[config.mk]
export PLATFORM = sky130hd
export DESIGN_NAME = rgb2gray_pipe_flat
export DESIGN_NICKNAME = d
export VERILOG_FILES = /design/src/rtl/rgb2gray_pipe_if.sv /design/src/rtl/rgb2gray_pipe.sv /design/src/flat_wrapper.sv
export SDC_FILE = /design/constraint.sdc
export NUM_CORES = 1
export LEC_CHECK = 0
export CORE_MARGIN = 2
export CORE_UTILIZATION = 65
export DETAILED_ROUTE_END_ITERATION = 8
export DONT_BUFFER_PORTS = 1
export PLACE_DENSITY = 0.9
export SLEW_MARGIN = 20
export SYNTH_ARGS = -nofsm -noshare
export SYNTH_HDL_FRONTEND = slang
export SYNTH_SLANG_ARGS = --single-unit
[constraint.sdc]
create_clock -name clk_in -period 12.6 [get_ports clk_in]
set_clock_uncertainty 0.2 [all_clocks]
set_input_delay 1.26 -clock clk_in [delete_from_list [all_inputs] [get_ports clk_in]]
set_output_delay 1.26 -clock clk_in [all_outputs]
set_load 0.02 [all_outputs]
[src/rtl/rgb2gray_pipe_if.sv]
// Pixel-stream bundle for the RGB-to-grayscale stage.
// master: camera side / testbench, drives pixel input and mode request,
//         observes gray result, frame markers and frame pixel count.
// slave : rgb2gray_pipe, consumes pixels and produces the results.
interface rgb2gray_pipe_if #(
    parameter int unsigned R_BITS     = 5,
    parameter int unsigned G_BITS     = 6,
    parameter int unsigned B_BITS     = 5,
    parameter int unsigned OUT_BITS   = 8,
    parameter int unsigned COUNT_BITS = 17
);
    localparam int unsigned PIX_BITS = R_BITS + G_BITS + B_BITS;

    logic [PIX_BITS-1:0]   pixel_data_in;
    logic                  pixel_valid;
    logic                  frame_done;
    logic [1:0]            mode_in;
    logic [OUT_BITS-1:0]   gray;
    logic                  pixel_valid_out;
    logic                  frame_done_out;
    logic [1:0]            mode_active;
    logic [COUNT_BITS-1:0] frame_pixels;
    logic                  frame_pixels_valid;

    modport master (
        output pixel_data_in, pixel_valid, frame_done, mode_in,
        input  gray, pixel_valid_out, frame_done_out, mode_active,
               frame_pixels, frame_pixels_valid
    );

    modport slave (
        input  pixel_data_in, pixel_valid, frame_done, mode_in,
        output gray, pixel_valid_out, frame_done_out, mode_active,
               frame_pixels, frame_pixels_valid
    );
endinterface

[src/rtl/rgb2gray_pipe.sv]
// Three-stage pipelined RGB-to-grayscale converter with frame-boundary mode
// switching and per-frame accepted-pixel counting.
// Ports:
//   clk_in  : clock, all logic on rising edge
//   rst_in  : synchronous active-high reset
//   bus     : rgb2gray_pipe_if.slave
//             in : pixel_data_in {R,G,B}, pixel_valid, frame_done, mode_in
//             out: gray, pixel_valid_out, frame_done_out (3-cycle aligned),
//                  mode_active, frame_pixels, frame_pixels_valid
module rgb2gray_pipe #(
    parameter int unsigned R_BITS     = 5,
    parameter int unsigned G_BITS     = 6,
    parameter int unsigned B_BITS     = 5,
    parameter int unsigned OUT_BITS   = 8,
    parameter int unsigned COUNT_BITS = 17
) (
    input  logic           clk_in,
    input  logic           rst_in,
    rgb2gray_pipe_if.slave bus
);
    localparam int unsigned PIX_BITS  = R_BITS + G_BITS + B_BITS;
    localparam int unsigned PROD_BITS = OUT_BITS + 8;
    localparam int unsigned SUM_BITS  = OUT_BITS + 10;
    localparam int unsigned Q_BITS    = SUM_BITS - 8;

    localparam logic [1:0] MODE_LUMA  = 2'd0;
    localparam logic [1:0] MODE_AVG   = 2'd1;
    localparam logic [1:0] MODE_GREEN = 2'd2;

    localparam logic [7:0] W_LUMA_R = 8'd77;
    localparam logic [7:0] W_LUMA_G = 8'd150;
    localparam logic [7:0] W_LUMA_B = 8'd29;
    localparam logic [7:0] W_AVG_R  = 8'd85;
    localparam logic [7:0] W_AVG_G  = 8'd86;
    localparam logic [7:0] W_AVG_B  = 8'd85;

    localparam logic [OUT_BITS-1:0]   GRAY_MAX  = '1;
    localparam logic [COUNT_BITS-1:0] COUNT_MAX = '1;

    typedef enum logic {RUN, SWITCH} state_t;

    state_t state;
    state_t state_next;
    logic   frame_rise_c;
    logic   accept_c;

    logic [R_BITS-1:0]   r_field_c;
    logic [G_BITS-1:0]   g_field_c;
    logic [B_BITS-1:0]   b_field_c;
    logic [OUT_BITS-1:0] r_exp_c;
    logic [OUT_BITS-1:0] g_exp_c;
    logic [OUT_BITS-1:0] b_exp_c;

    logic                s1_valid;
    logic [1:0]          s1_mode;
    logic [OUT_BITS-1:0] s1_r;
    logic [OUT_BITS-1:0] s1_g;
    logic [OUT_BITS-1:0] s1_b;
    logic [OUT_BITS-1:0] s1_raw;

    logic [7:0]          w_r_c;
    logic [7:0]          w_g_c;
    logic [7:0]          w_b_c;

    logic                 s2_valid;
    logic [1:0]           s2_mode;
    logic [PROD_BITS-1:0] s2_pr;
    logic [PROD_BITS-1:0] s2_pg;
    logic [PROD_BITS-1:0] s2_pb;
    logic [OUT_BITS-1:0]  s2_g;
    logic [OUT_BITS-1:0]  s2_raw;

    logic [SUM_BITS-1:0]  sum_c;
    logic [Q_BITS-1:0]    q_c;
    logic [OUT_BITS-1:0]  mix_c;
    logic [OUT_BITS-1:0]  result_c;

    logic [1:0]            fd_sr;
    logic [COUNT_BITS-1:0] pix_count;

    assign accept_c  = bus.pixel_valid && !bus.frame_done;
    assign r_field_c = bus.pixel_data_in[PIX_BITS-1 -: R_BITS];
    assign g_field_c = bus.pixel_data_in[B_BITS +: G_BITS];
    assign b_field_c = bus.pixel_data_in[B_BITS-1:0];

    // Channel expansion: field followed by its own MSBs to fill OUT_BITS
    if (R_BITS == OUT_BITS) begin : g_r_full
        assign r_exp_c = r_field_c;
    end else begin : g_r_rep
        assign r_exp_c = {r_field_c, r_field_c[R_BITS-1 -: OUT_BITS-R_BITS]};
    end
    if (G_BITS == OUT_BITS) begin : g_g_full
        assign g_exp_c = g_field_c;
    end else begin : g_g_rep
        assign g_exp_c = {g_field_c, g_field_c[G_BITS-1 -: OUT_BITS-G_BITS]};
    end
    if (B_BITS == OUT_BITS) begin : g_b_full
        assign b_exp_c = b_field_c;
    end else begin : g_b_rep
        assign b_exp_c = {b_field_c, b_field_c[B_BITS-1 -: OUT_BITS-B_BITS]};
    end

    // Mode FSM state register; SWITCH means frame_done was high last cycle
    always_ff @(posedge clk_in) begin
        if (rst_in) begin
            state <= RUN;
        end else begin
            state <= state_next;
        end
    end

    // Mode FSM next state; the RUN->SWITCH transition is the frame boundary
    always_comb begin
        state_next   = state;
        frame_rise_c = 1'b0;
        case (state)
            RUN: begin
                if (bus.frame_done) begin
                    state_next   = SWITCH;
                    frame_rise_c = 1'b1;
                end
            end
            SWITCH: begin
                if (!bus.frame_done) begin
                    state_next = RUN;
                end
            end
            default: state_next = RUN;
        endcase
    end

    // Active mode: reloaded only at reset or a frame boundary
    always_ff @(posedge clk_in) begin
        if (rst_in || frame_rise_c) begin
            bus.mode_active <= bus.mode_in;
        end
    end

    // Stage 1: expanded channels, raw bits, and the mode this pixel uses
    always_ff @(posedge clk_in) begin
        if (rst_in) begin
            s1_valid <= 1'b0;
            s1_mode  <= '0;
            s1_r     <= '0;
            s1_g     <= '0;
            s1_b     <= '0;
            s1_raw   <= '0;
        end else begin
            s1_valid <= accept_c;
            if (accept_c) begin
                s1_mode <= bus.mode_active;
                s1_r    <= r_exp_c;
                s1_g    <= g_exp_c;
                s1_b    <= b_exp_c;
                s1_raw  <= bus.pixel_data_in[OUT_BITS-1:0];
            end
        end
    end

    // Weight set per stage-1 mode; both sets sum to 256
    always_comb begin
        w_r_c = W_LUMA_R;
        w_g_c = W_LUMA_G;
        w_b_c = W_LUMA_B;
        if (s1_mode == MODE_AVG) begin
            w_r_c = W_AVG_R;
            w_g_c = W_AVG_G;
            w_b_c = W_AVG_B;
        end
    end

    // Stage 2: per-channel products
    always_ff @(posedge clk_in) begin
        if (rst_in) begin
            s2_valid <= 1'b0;
            s2_mode  <= '0;
            s2_pr    <= '0;
            s2_pg    <= '0;
            s2_pb    <= '0;
            s2_g     <= '0;
            s2_raw   <= '0;
        end else begin
            s2_valid <= s1_valid;
            if (s1_valid) begin
                s2_mode <= s1_mode;
                s2_pr   <= PROD_BITS'(s1_r) * PROD_BITS'(w_r_c);
                s2_pg   <= PROD_BITS'(s1_g) * PROD_BITS'(w_g_c);
                s2_pb   <= PROD_BITS'(s1_b) * PROD_BITS'(w_b_c);
                s2_g    <= s1_g;
                s2_raw  <= s1_raw;
            end
        end
    end

    // Stage 3 datapath: round-half-up divide by 256 with clamp, mode select
    always_comb begin
        sum_c = SUM_BITS'(s2_pr) + SUM_BITS'(s2_pg) + SUM_BITS'(s2_pb)
              + SUM_BITS'(128);
        q_c   = Q_BITS'(sum_c >> 8);
        mix_c = (q_c > Q_BITS'(GRAY_MAX)) ? GRAY_MAX : q_c[OUT_BITS-1:0];
        case (s2_mode)
            MODE_LUMA, MODE_AVG: result_c = mix_c;
            MODE_GREEN:          result_c = s2_g;
            default:             result_c = s2_raw;
        endcase
    end

    // Stage 3 register; gray holds between valid results
    always_ff @(posedge clk_in) begin
        if (rst_in) begin
            bus.gray            <= '0;
            bus.pixel_valid_out <= 1'b0;
        end else begin
            bus.pixel_valid_out <= s2_valid;
            if (s2_valid) begin
                bus.gray <= result_c;
            end
        end
    end

    // frame_done delay line, ungated, matched to the pixel latency
    always_ff @(posedge clk_in) begin
        if (rst_in) begin
            fd_sr              <= '0;
            bus.frame_done_out <= 1'b0;
        end else begin
            fd_sr              <= {fd_sr[0], bus.frame_done};
            bus.frame_done_out <= fd_sr[1];
        end
    end

    // Saturating accepted-pixel counter, snapshotted at each frame boundary
    always_ff @(posedge clk_in) begin
        if (rst_in) begin
            pix_count              <= '0;
            bus.frame_pixels       <= '0;
            bus.frame_pixels_valid <= 1'b0;
        end else begin
            bus.frame_pixels_valid <= frame_rise_c;
            if (frame_rise_c) begin
                bus.frame_pixels <= pix_count;
                pix_count        <= '0;
            end else if (accept_c && (pix_count != COUNT_MAX)) begin
                pix_count <= pix_count + COUNT_BITS'(1);
            end
        end
    end
endmodule

[src/flat_wrapper.sv]
// flat-port wrapper written by rule: the top's interface ports become plain ports
module rgb2gray_pipe_flat 
#(
    parameter int unsigned R_BITS     = 5,
    parameter int unsigned G_BITS     = 6,
    parameter int unsigned B_BITS     = 5,
    parameter int unsigned OUT_BITS   = 8,
    parameter int unsigned COUNT_BITS = 17
)
  (clk_in, rst_in, bus_pixel_data_in, bus_pixel_valid, bus_frame_done, bus_mode_in, bus_gray, bus_pixel_valid_out, bus_frame_done_out, bus_mode_active, bus_frame_pixels, bus_frame_pixels_valid);
  rgb2gray_pipe_if #(.R_BITS(R_BITS), .G_BITS(G_BITS), .B_BITS(B_BITS), .OUT_BITS(OUT_BITS), .COUNT_BITS(COUNT_BITS)) bus_i ();
  input  logic clk_in;
  input  logic rst_in;
  input wire logic [$bits(bus_i.pixel_data_in)-1:0] bus_pixel_data_in;
  input wire logic [$bits(bus_i.pixel_valid)-1:0] bus_pixel_valid;
  input wire logic [$bits(bus_i.frame_done)-1:0] bus_frame_done;
  input wire logic [$bits(bus_i.mode_in)-1:0] bus_mode_in;
  output wire logic [$bits(bus_i.gray)-1:0] bus_gray;
  output wire logic [$bits(bus_i.pixel_valid_out)-1:0] bus_pixel_valid_out;
  output wire logic [$bits(bus_i.frame_done_out)-1:0] bus_frame_done_out;
  output wire logic [$bits(bus_i.mode_active)-1:0] bus_mode_active;
  output wire logic [$bits(bus_i.frame_pixels)-1:0] bus_frame_pixels;
  output wire logic [$bits(bus_i.frame_pixels_valid)-1:0] bus_frame_pixels_valid;
  assign bus_i.pixel_data_in = bus_pixel_data_in;
  assign bus_i.pixel_valid = bus_pixel_valid;
  assign bus_i.frame_done = bus_frame_done;
  assign bus_i.mode_in = bus_mode_in;
  assign bus_gray = bus_i.gray;
  assign bus_pixel_valid_out = bus_i.pixel_valid_out;
  assign bus_frame_done_out = bus_i.frame_done_out;
  assign bus_mode_active = bus_i.mode_active;
  assign bus_frame_pixels = bus_i.frame_pixels;
  assign bus_frame_pixels_valid = bus_i.frame_pixels_valid;
  rgb2gray_pipe #(.R_BITS(R_BITS), .G_BITS(G_BITS), .B_BITS(B_BITS), .OUT_BITS(OUT_BITS), .COUNT_BITS(COUNT_BITS)) u_core (.clk_in(clk_in), .rst_in(rst_in), .bus(bus_i));
endmodule
==> results of run 1 <==
state kept, by name (all words and copies together) (netlist names), 2 cells and up:
name / count
u_core.s2_g: 3
u_core.bus.frame_pixels: 17
u_core.s1_g: 4
u_core.bus.gray: 8
u_core.s2_mode: 2
u_core.fd_sr: 2
u_core.bus.mode_active: 2
u_core.s2_pb: 13
u_core.s2_raw: 7
u_core.s1_mode: 2
u_core.s1_raw: 7
u_core.s2_pr: 15
u_core.pix_count: 17
u_core.s1_r: 5
u_core.s2_pg: 15
worst paths after layout:
path                               endpoint  slack [ns]  depth (start not counted)
setup reg to reg           u_core.s2_pb[14]        7.41                         17
hold reg to reg   u_core.bus.frame_done_out        0.26                          1
hold / removal    u_core.bus.frame_done_out        0.26                          1
setup / recovery           u_core.s2_pb[14]        7.41                         17
cells by family after synthesis:
kind of cell,synth area share [%]
compound gates,14.0
xor+xnor,5.36
fa+ha+maj,30.5
buf+inv,5.78
flops,26.4
mux,5.02
other cells,0.0792
simple gates,12.9
synthesized netlist by cell type, types with 4 or more instances:
cell / count / area (um2)
a211oi_1: 18 / 135
a21o_1: 14 / 105
a21oi_1: 63 / 315
a22o_1: 17 / 149
and2_1: 16 / 100
and3_1: 11 / 68.8
buf_1: 10 / 37.5
clkbuf_1: 23 / 86.3
dfxtp_1: 122 / 2440
fa_1: 45 / 901
ha_1: 159 / 1990
inv_1: 112 / 420
mux2_2: 4 / 45.0
mux2i_1: 43 / 430
nand2_1: 65 / 244
nand2b_1: 13 / 81.3
nand3_1: 18 / 90.1
nand4_1: 4 / 25.0
nor2_1: 103 / 387
nor2b_1: 10 / 62.6
nor3_1: 17 / 85.1
o211ai_1: 4 / 30.0
o21a_1: 13 / 97.6
o21ai_0: 26 / 130
o21bai_1: 7 / 52.6
o22ai_1: 11 / 68.8
o31ai_1: 4 / 30.0
or3_1: 5 / 31.3
or4_1: 4 / 30.0
xnor2_1: 38 / 333
xor2_1: 20 / 175
metrics by stage:
| stage | instance area (um2) | hold WS [ns] | utilization, % | total power, mW | std cells |
|---|---|---|---|---|---|
| 2_1_floorplan | 9500 | 0.214 | - | 0.565 | 1053 |
| 3_3_place_gp | 9640 | 0.257 | 67.1 | 0.593 | 1208 |
| 3_5_place_dp | 9640 | 0.237 | 67.1 | 0.603 | 1208 |
| 4_1_cts | 10200 | 0.260 | 71.0 | 1.08 | 1240 |
| 5_1_grt | 10200 | 0.278 | 71.0 | 1.12 | 1240 |
| 6_report | 10200 | 0.264 | 71.0 | 1.08 | 1240 |
layer usage:
metal,part of all wire (%),track usage [%],vias to the layer above
li1,-,-,3597
met1,43,35.5,3630
met2,49,49.2,242
met3,5.1,6.14,52
met4,3.2,12.0,0
met5,0,0,-
cell type report:
type / instances / area (um2)
Clock buffer: 17 / 425
Tap cell: 184 / 230
Clock inverter: 15 / 139
Multi-Input combinational cell: 783 / 6450
Fill cell: 989 / 4170
Sequential cell: 124 / 2500
Timing Repair Buffer: 4 / 30.0
Inverter: 113 / 424
placed cells by master, fill, tap and decap left out, types with 14 or more instances in the layout:
master,Yosys,routed
ha_1,159,159
dfxtp_1,122,121
inv_1,112,112
nor2_1,103,103
nand2_1,65,65
a21oi_1,63,63
fa_1,45,45
mux2i_1,43,43
xnor2_1,38,38
o21ai_0,26,26
xor2_1,20,20
a211oi_1,18,18
nand3_1,18,18
nor3_1,17,17
a22o_1,17,17
clkbuf_16,0,17
and2_1,16,16
a21o_1,14,14
power groups by stage:
stage | combinational, mW | clock [mW] | sequential [mW]
2_1_floorplan | 0.144 | 0 | 0.421
3_3_place_gp | 0.167 | 0 | 0.426
3_5_place_dp | 0.176 | 0 | 0.427
4_1_cts | 0.180 | 0.481 | 0.418
5_1_grt | 0.204 | 0.498 | 0.419
6_report | 0.181 | 0.478 | 0.418
==> run_results.csv, run 1 <==
group,metric,value,unit
outcome,status,"finished, final reports clean",
clock_network,cts_setup_buffers,0,
power_and_ir_drop,power_frac_comb,16.8,%
timing,setup_total_negative_slack,0,ns
finish,nNetsFinal,1269,
yosys,ys_types,50,
detailed_routing,vias,7521,
placed_design,port_buffers,0,
timing,relSlewSlack,33.3,%
detailed_routing,drc,0,
global_route,grt_pass1_wl,36500,um
worst_setup_path,crit-reg2reg-launch,"u_core.s1_mode[0]",
floorplanning,die_w,125,um
power_and_ir_drop,swShare,31.2,%
floorplanning,die_h,125,um
yosys,avgSynthCellArea,9.05,um2
worst_setup_path,critPathBufInv,3,
timing,final_period_minus_worst_setup_slack,5.19,ns
global_route,grt_util_all_layers,28.9,%
global_route,grt-ovfl-total,0,
worst_setup_path,worst_setup_path_end_kind,"flip-flop",
placed_design,gp_congestion,0.954,
clock_network,cts_root_buf,"clkbuf_16",
detailed_routing,wirelength,21900,um
timing,min_period_over_period,41.2,%
worst_setup_path,max_stage_delay,0.58,ns
clock_network,clockBufferDepth,2,
timing,setup_viol,0,
detailed_routing,avgViaCountPerCell,6.07,
detailed_routing,initialDrtViolationCount,650,
worst_setup_path,required,12.69,ns
yosys,synth-async-reset-ratio,0,%
power_and_ir_drop,p_int,0.741,mW
floorplanning,io_pins,52,
worst_setup_path,slowest_stage,"nor2b_1",
floorplanning,core_area,14400,um2
worst_setup_path,startpoint,"u_core.s1_mode[0]",
global_route,grt_pass1_vias,7619,
power_and_ir_drop,power.share.clock,44.3,%
finish,num_antenna_cells,0,
clock_network,clk_pin_slew,0.07,ns
timing,rsz0062_at_grt,"no",
floorplanning,rows,44,
floorplanning,start_util,66.0,%
worst_setup_path,cp_common_cell,"fa_1",
flow_run,drv_cap,0,
detailed_routing,postRouteAntennaNets,0,
worst_setup_path,cp-start-kind,"flip-flop",
timing,fmax,193,MHz
hold_path,hold_path_class,"flip-flop to flip-flop",
power_and_ir_drop,p_seq_share,38.8,%
finish,drive_gt1_share,4.45,%
clock_network,cts-resized-gates,0,
yosys,synth_edf_count,2,
worst_setup_path,path_class,"flip-flop to flip-flop",
yosys,synth_cells,1048,
global_route,antenna_found_initial,0,
worst_setup_path,crit_chain,"nor2b_1 -> buf_4 -> and2_1 -> ha_1 -> inv_1 -> fa_1 -> fa_1 -> inv_1 -> fa_1 -> ha_1 -> o21a_1 -> nor2_1 -> nor3_1 -> a2111oi_2 -> a21oi_1 -> xnor2_1 -> o21ai_0",
worst_setup_path,crit_family,"adder cells",
power_and_ir_drop,vdd_ir_drop_max,95.3,uV
yosys,yosysSeqAreaShare,26.4,%
power_and_ir_drop,p_leak,4.91,nW
detailed_routing,avgRoutedWirePerCell,17.7,um
yosys,yosys_warnings,0,
clock_network,h-tree-depth,4,
global_route,grt_start_max_net_pins,88,
clock_network,ctsHoldBuffers,0,
yosys,synthFlopType,"dfxtp_1",
placed_design,pre_cts_slack,7.44,ns
finish,area_delta_synth_final,7.60,%
power_and_ir_drop,p_sw,0.336,mW
worst_setup_path,critPathArrivalTime,5.28,ns
timing,final_hold_viol_count,0,
detailed_routing,dr.pass1.iters,5,
clock_network,clkLatencyLatePin,0.43,ns
yosys,netlist_area,9480,um2
clock_network,cts.sinks,124,
yosys,ys_ff_latch,124,
hold_path,min_from,"u_core.fd_sr[1]",
clock_network,cts_tree,"yes",
clock_network,cts_buffers,17,
timing,fin_ws,7.41,ns
power_and_ir_drop,pwr_density_cell,106,nW/um2
placed_design,dp_hpwl,15900,um
floorplanning,die-area,15600,um2
timing,worst_pin_slew,1.00,ns
timing,slew_viol_final,0,
worst_setup_path,path_max_fanout,10,
No activity file was read; power rests on OpenSTA's default activity.
==> run 2, diff against run 1 <==
==> constraint.sdc (replaced) <==
create_clock -name clk_in -period 4.8 [get_ports clk_in]
set_clock_uncertainty 0.2 [all_clocks]
set_input_delay 0.48 -clock clk_in [delete_from_list [all_inputs] [get_ports clk_in]]
set_output_delay 0.48 -clock clk_in [all_outputs]
set_load 0.02 [all_outputs]
==> run 2 against run 1 <==
Effect of this change: clock-buffer cell count up 3; power increased to 2.7 times the previous value; via count is 2.3% higher; fmax up 12%; worst hold slack got worse by 0.24 ns; sequential share of layout area fell by 0.66 points; final cell count grew 1.9%; non-clock buffer count rose by 24; core utilization increased by 2.0 points; critical path depth is the same; worst setup slack got worse by 7.2 ns; global-route usage increased by 1.8 points.
==> run_results.csv, run 2 (synthesis results as in run 1) <==
group,metric,value,unit
outcome,status,"finished, final reports clean",
flow_run,drv_cap,0,
clock_network,cts.sinks,124,
timing,final_hold_viol_count,0,
power_and_ir_drop,swShare,30.5,%
power_and_ir_drop,power.share.clock,43.5,%
worst_setup_path,max_stage_delay,0.57,ns
worst_setup_path,crit-reg2reg-launch,"u_core.s1_mode[0]",
finish,mostFrequentLayoutCells,"157 x ha_1, 120 x dfxtp_1, 112 x inv_1",
global_route,grt_start_max_net_pins,85,
global_route,grt_pass1_vias,7958,
worst_setup_path,r2r_slack,0.18,ns
power_and_ir_drop,power_frac_comb,18.3,%
global_route,grt_pass1_wl,38400,um
clock_network,cts_buffers,17,
timing,whs,0.0224,ns
placed_design,gp_congestion,0.919,
power_and_ir_drop,p_int,2.00,mW
floorplanning,die-area,15600,um2
clock_network,clkLatencyLatePin,0.43,ns
timing,fmax,216,MHz
timing,slew_viol_final,0,
hold_path,hold_path_class,"input port to flip-flop",
worst_setup_path,r2r_end,"u_core.s2_pb[14]",
worst_setup_path,cp-start-kind,"flip-flop",
clock_network,cts_root_buf,"clkbuf_16",
power_and_ir_drop,vdd_ir_drop_max,271,uV
detailed_routing,dr.pass1.iters,5,
hold_path,whs_path_depth,2,
power_and_ir_drop,p_seq_share,38.3,%
worst_setup_path,cp_common_cell,"fa_1",
placed_design,port_buffers,0,
worst_setup_path,path_class,"flip-flop to flip-flop",
power_and_ir_drop,p_leak,5.03,nW
worst_setup_path,required,4.89,ns
timing,setup_total_negative_slack,0,ns
finish,design_area,10500,um2
floorplanning,start_util,66.0,%
global_route,antenna_found_initial,0,
timing,setup_viol,0,
finish,area_delta_synth_final,10.6,%
worst_setup_path,worst_setup_path_end_kind,"flip-flop",
finish,top_regs,"u_core.bus.frame_pixels (17), u_core.pix_count (17)",
hold_path,min_from,"bus_pixel_data_in[4]",
detailed_routing,avgViaCountPerCell,6.09,
finish,layout.cells.non_filler,1264,
floorplanning,rows,44,
worst_setup_path,ff2ff_path_depth,17,
timing,worst_pin_slew,1.11,ns
placed_design,placed_cell_area,9690,um2
detailed_routing,drc,0,
worst_setup_path,crit_chain,"nor2b_2 -> buf_4 -> and2_1 -> ha_1 -> inv_1 -> fa_1 -> fa_1 -> inv_1 -> fa_1 -> ha_4 -> o21a_1 -> nor2_2 -> nor3_1 -> a2111oi_2 -> a21oi_1 -> xnor2_1 -> o21ai_0",
detailed_routing,postRouteAntennaNets,0,
finish,drive_gt1_share,5.65,%
placed_design,placed_cells,1215,
hold_path,hold_end,"u_core.s1_raw[4]",
timing,final_period_minus_worst_setup_slack,4.62,ns
clock_network,clockBufferDepth,2,
floorplanning,die_h,125,um
finish,final_common_cell,"ha_1",
detailed_routing,initialDrtViolationCount,548,
timing,min_period_over_period,96.3,%
global_route,grt-ovfl-total,0,
clock_network,cts_setup_buffers,0,
detailed_routing,avgRoutedWirePerCell,18.5,um
placed_design,pre_cts_slack,0.0286,ns
clock_network,cts_tree,"yes",
clock_network,h-tree-depth,4,
floorplanning,core_area,14400,um2
placed_design,dp_hpwl,16500,um
power_and_ir_drop,pwr_density_cell,274,nW/um2
power_and_ir_drop,power,2.88,mW
clock_network,clk_pin_slew,0.07,ns
global_route,grt_util_all_layers,30.7,%
finish,nNetsFinal,1293,
detailed_routing,vias,7694,
worst_setup_path,path_max_fanout,10,
floorplanning,die_w,125,um
finish,num_antenna_cells,0,
finish,fin_util,73.0,%
timing,fin_ws,0.180,ns
worst_setup_path,critPathArrivalTime,4.72,ns
timing,relSlewSlack,25.9,%
floorplanning,io_pins,52,
detailed_routing,wirelength,23400,um
power_and_ir_drop,p_sw,0.878,mW
worst_setup_path,slowest_stage,"fa_1",
[run 2: final cells by class]
type	instances	area [um2]
Inverter	113	424
Timing Repair Buffer	28	270
Tap cell	184	230
Clock buffer	20	468
Clock inverter	12	98.8
Sequential cell	124	2500
Fill cell	940	3880
Multi-Input combinational cell	783	6490
[run 2: power by group through the flow]
stage | logic, mW | clock network, mW | registers [mW]
5_1_grt | 0.582 | 1.30 | 1.10
6_report | 0.525 | 1.25 | 1.10
4_1_cts | 0.509 | 1.26 | 1.10
3_3_place_gp | 0.447 | 0 | 1.12
2_1_floorplan | 0.377 | 0 | 1.11
3_5_place_dp | 0.470 | 0 | 1.12
[run 2: metal layers]
layer	GRT usage [%]	wire, um	part of all wire, %	up-vias
met3	6.74	1420	6.1	74
met2	52.4	11400	49	281
met1	36.7	9580	41	3702
met5	0	0	0	-
li1	-	-	-	3637
met4	14.5	1040	4.4	0
[run 2: worst max-delay path by stage]
| stage | end | slack, ns | from | cells after the start |
|---|---|---|---|---|
| 2_1_floorplan | u_core.s2_pb[14] | 0.17 | u_core.s1_mode[0] | 18 |
| 3_3_place_gp | u_core.s2_pb[13] | 0.22 | u_core.s1_mode[1] | 17 |
| 3_5_place_dp | u_core.s2_pb[14] | 0.03 | u_core.s1_mode[1] | 16 |
| 4_1_cts | u_core.s2_pb[14] | 0.08 | u_core.s1_mode[0] | 17 |
| 5_1_grt | u_core.s2_pr[14] | -0.07 | u_core.s1_mode[0] | 17 |
| 6_report | u_core.s2_pb[14] | 0.18 | u_core.s1_mode[0] | 17 |
[run 2: timing repair]
item                                    4_1_cts  5_1_grt
endpoints found under the hold margin        86        0
pin swaps                                     0        4
resized for setup                             1        8
endpoints found under the setup margin        1        7
hold buffers                                 17        0
[run 2: worst max-delay path, delay by kind of cell (launching register included)]
kind,cells,cell delay (ns)
AND/OR/NAND/NOR,4,0.56
AO/OA/AOI/OAI,4,0.81
buffers and inverters,3,0.28
flip-flops,1,0.35
adder cells (fa/ha/maj),5,2.15
XOR/XNOR,1,0.14
==> run 3, diff against run 2 <==
--- a/config.mk
+++ b/config.mk
@@ -7,6 +7,7 @@
 export LEC_CHECK = 0
 export CORE_MARGIN = 2
 export CORE_UTILIZATION = 65
+export CTS_CLUSTER_SIZE = 25
 export DETAILED_ROUTE_END_ITERATION = 8
 export DONT_BUFFER_PORTS = 1
 export PLACE_DENSITY = 0.9
==> results of run 3 <==
No change in the layout: final DEF, timing and power equal those of run 2.
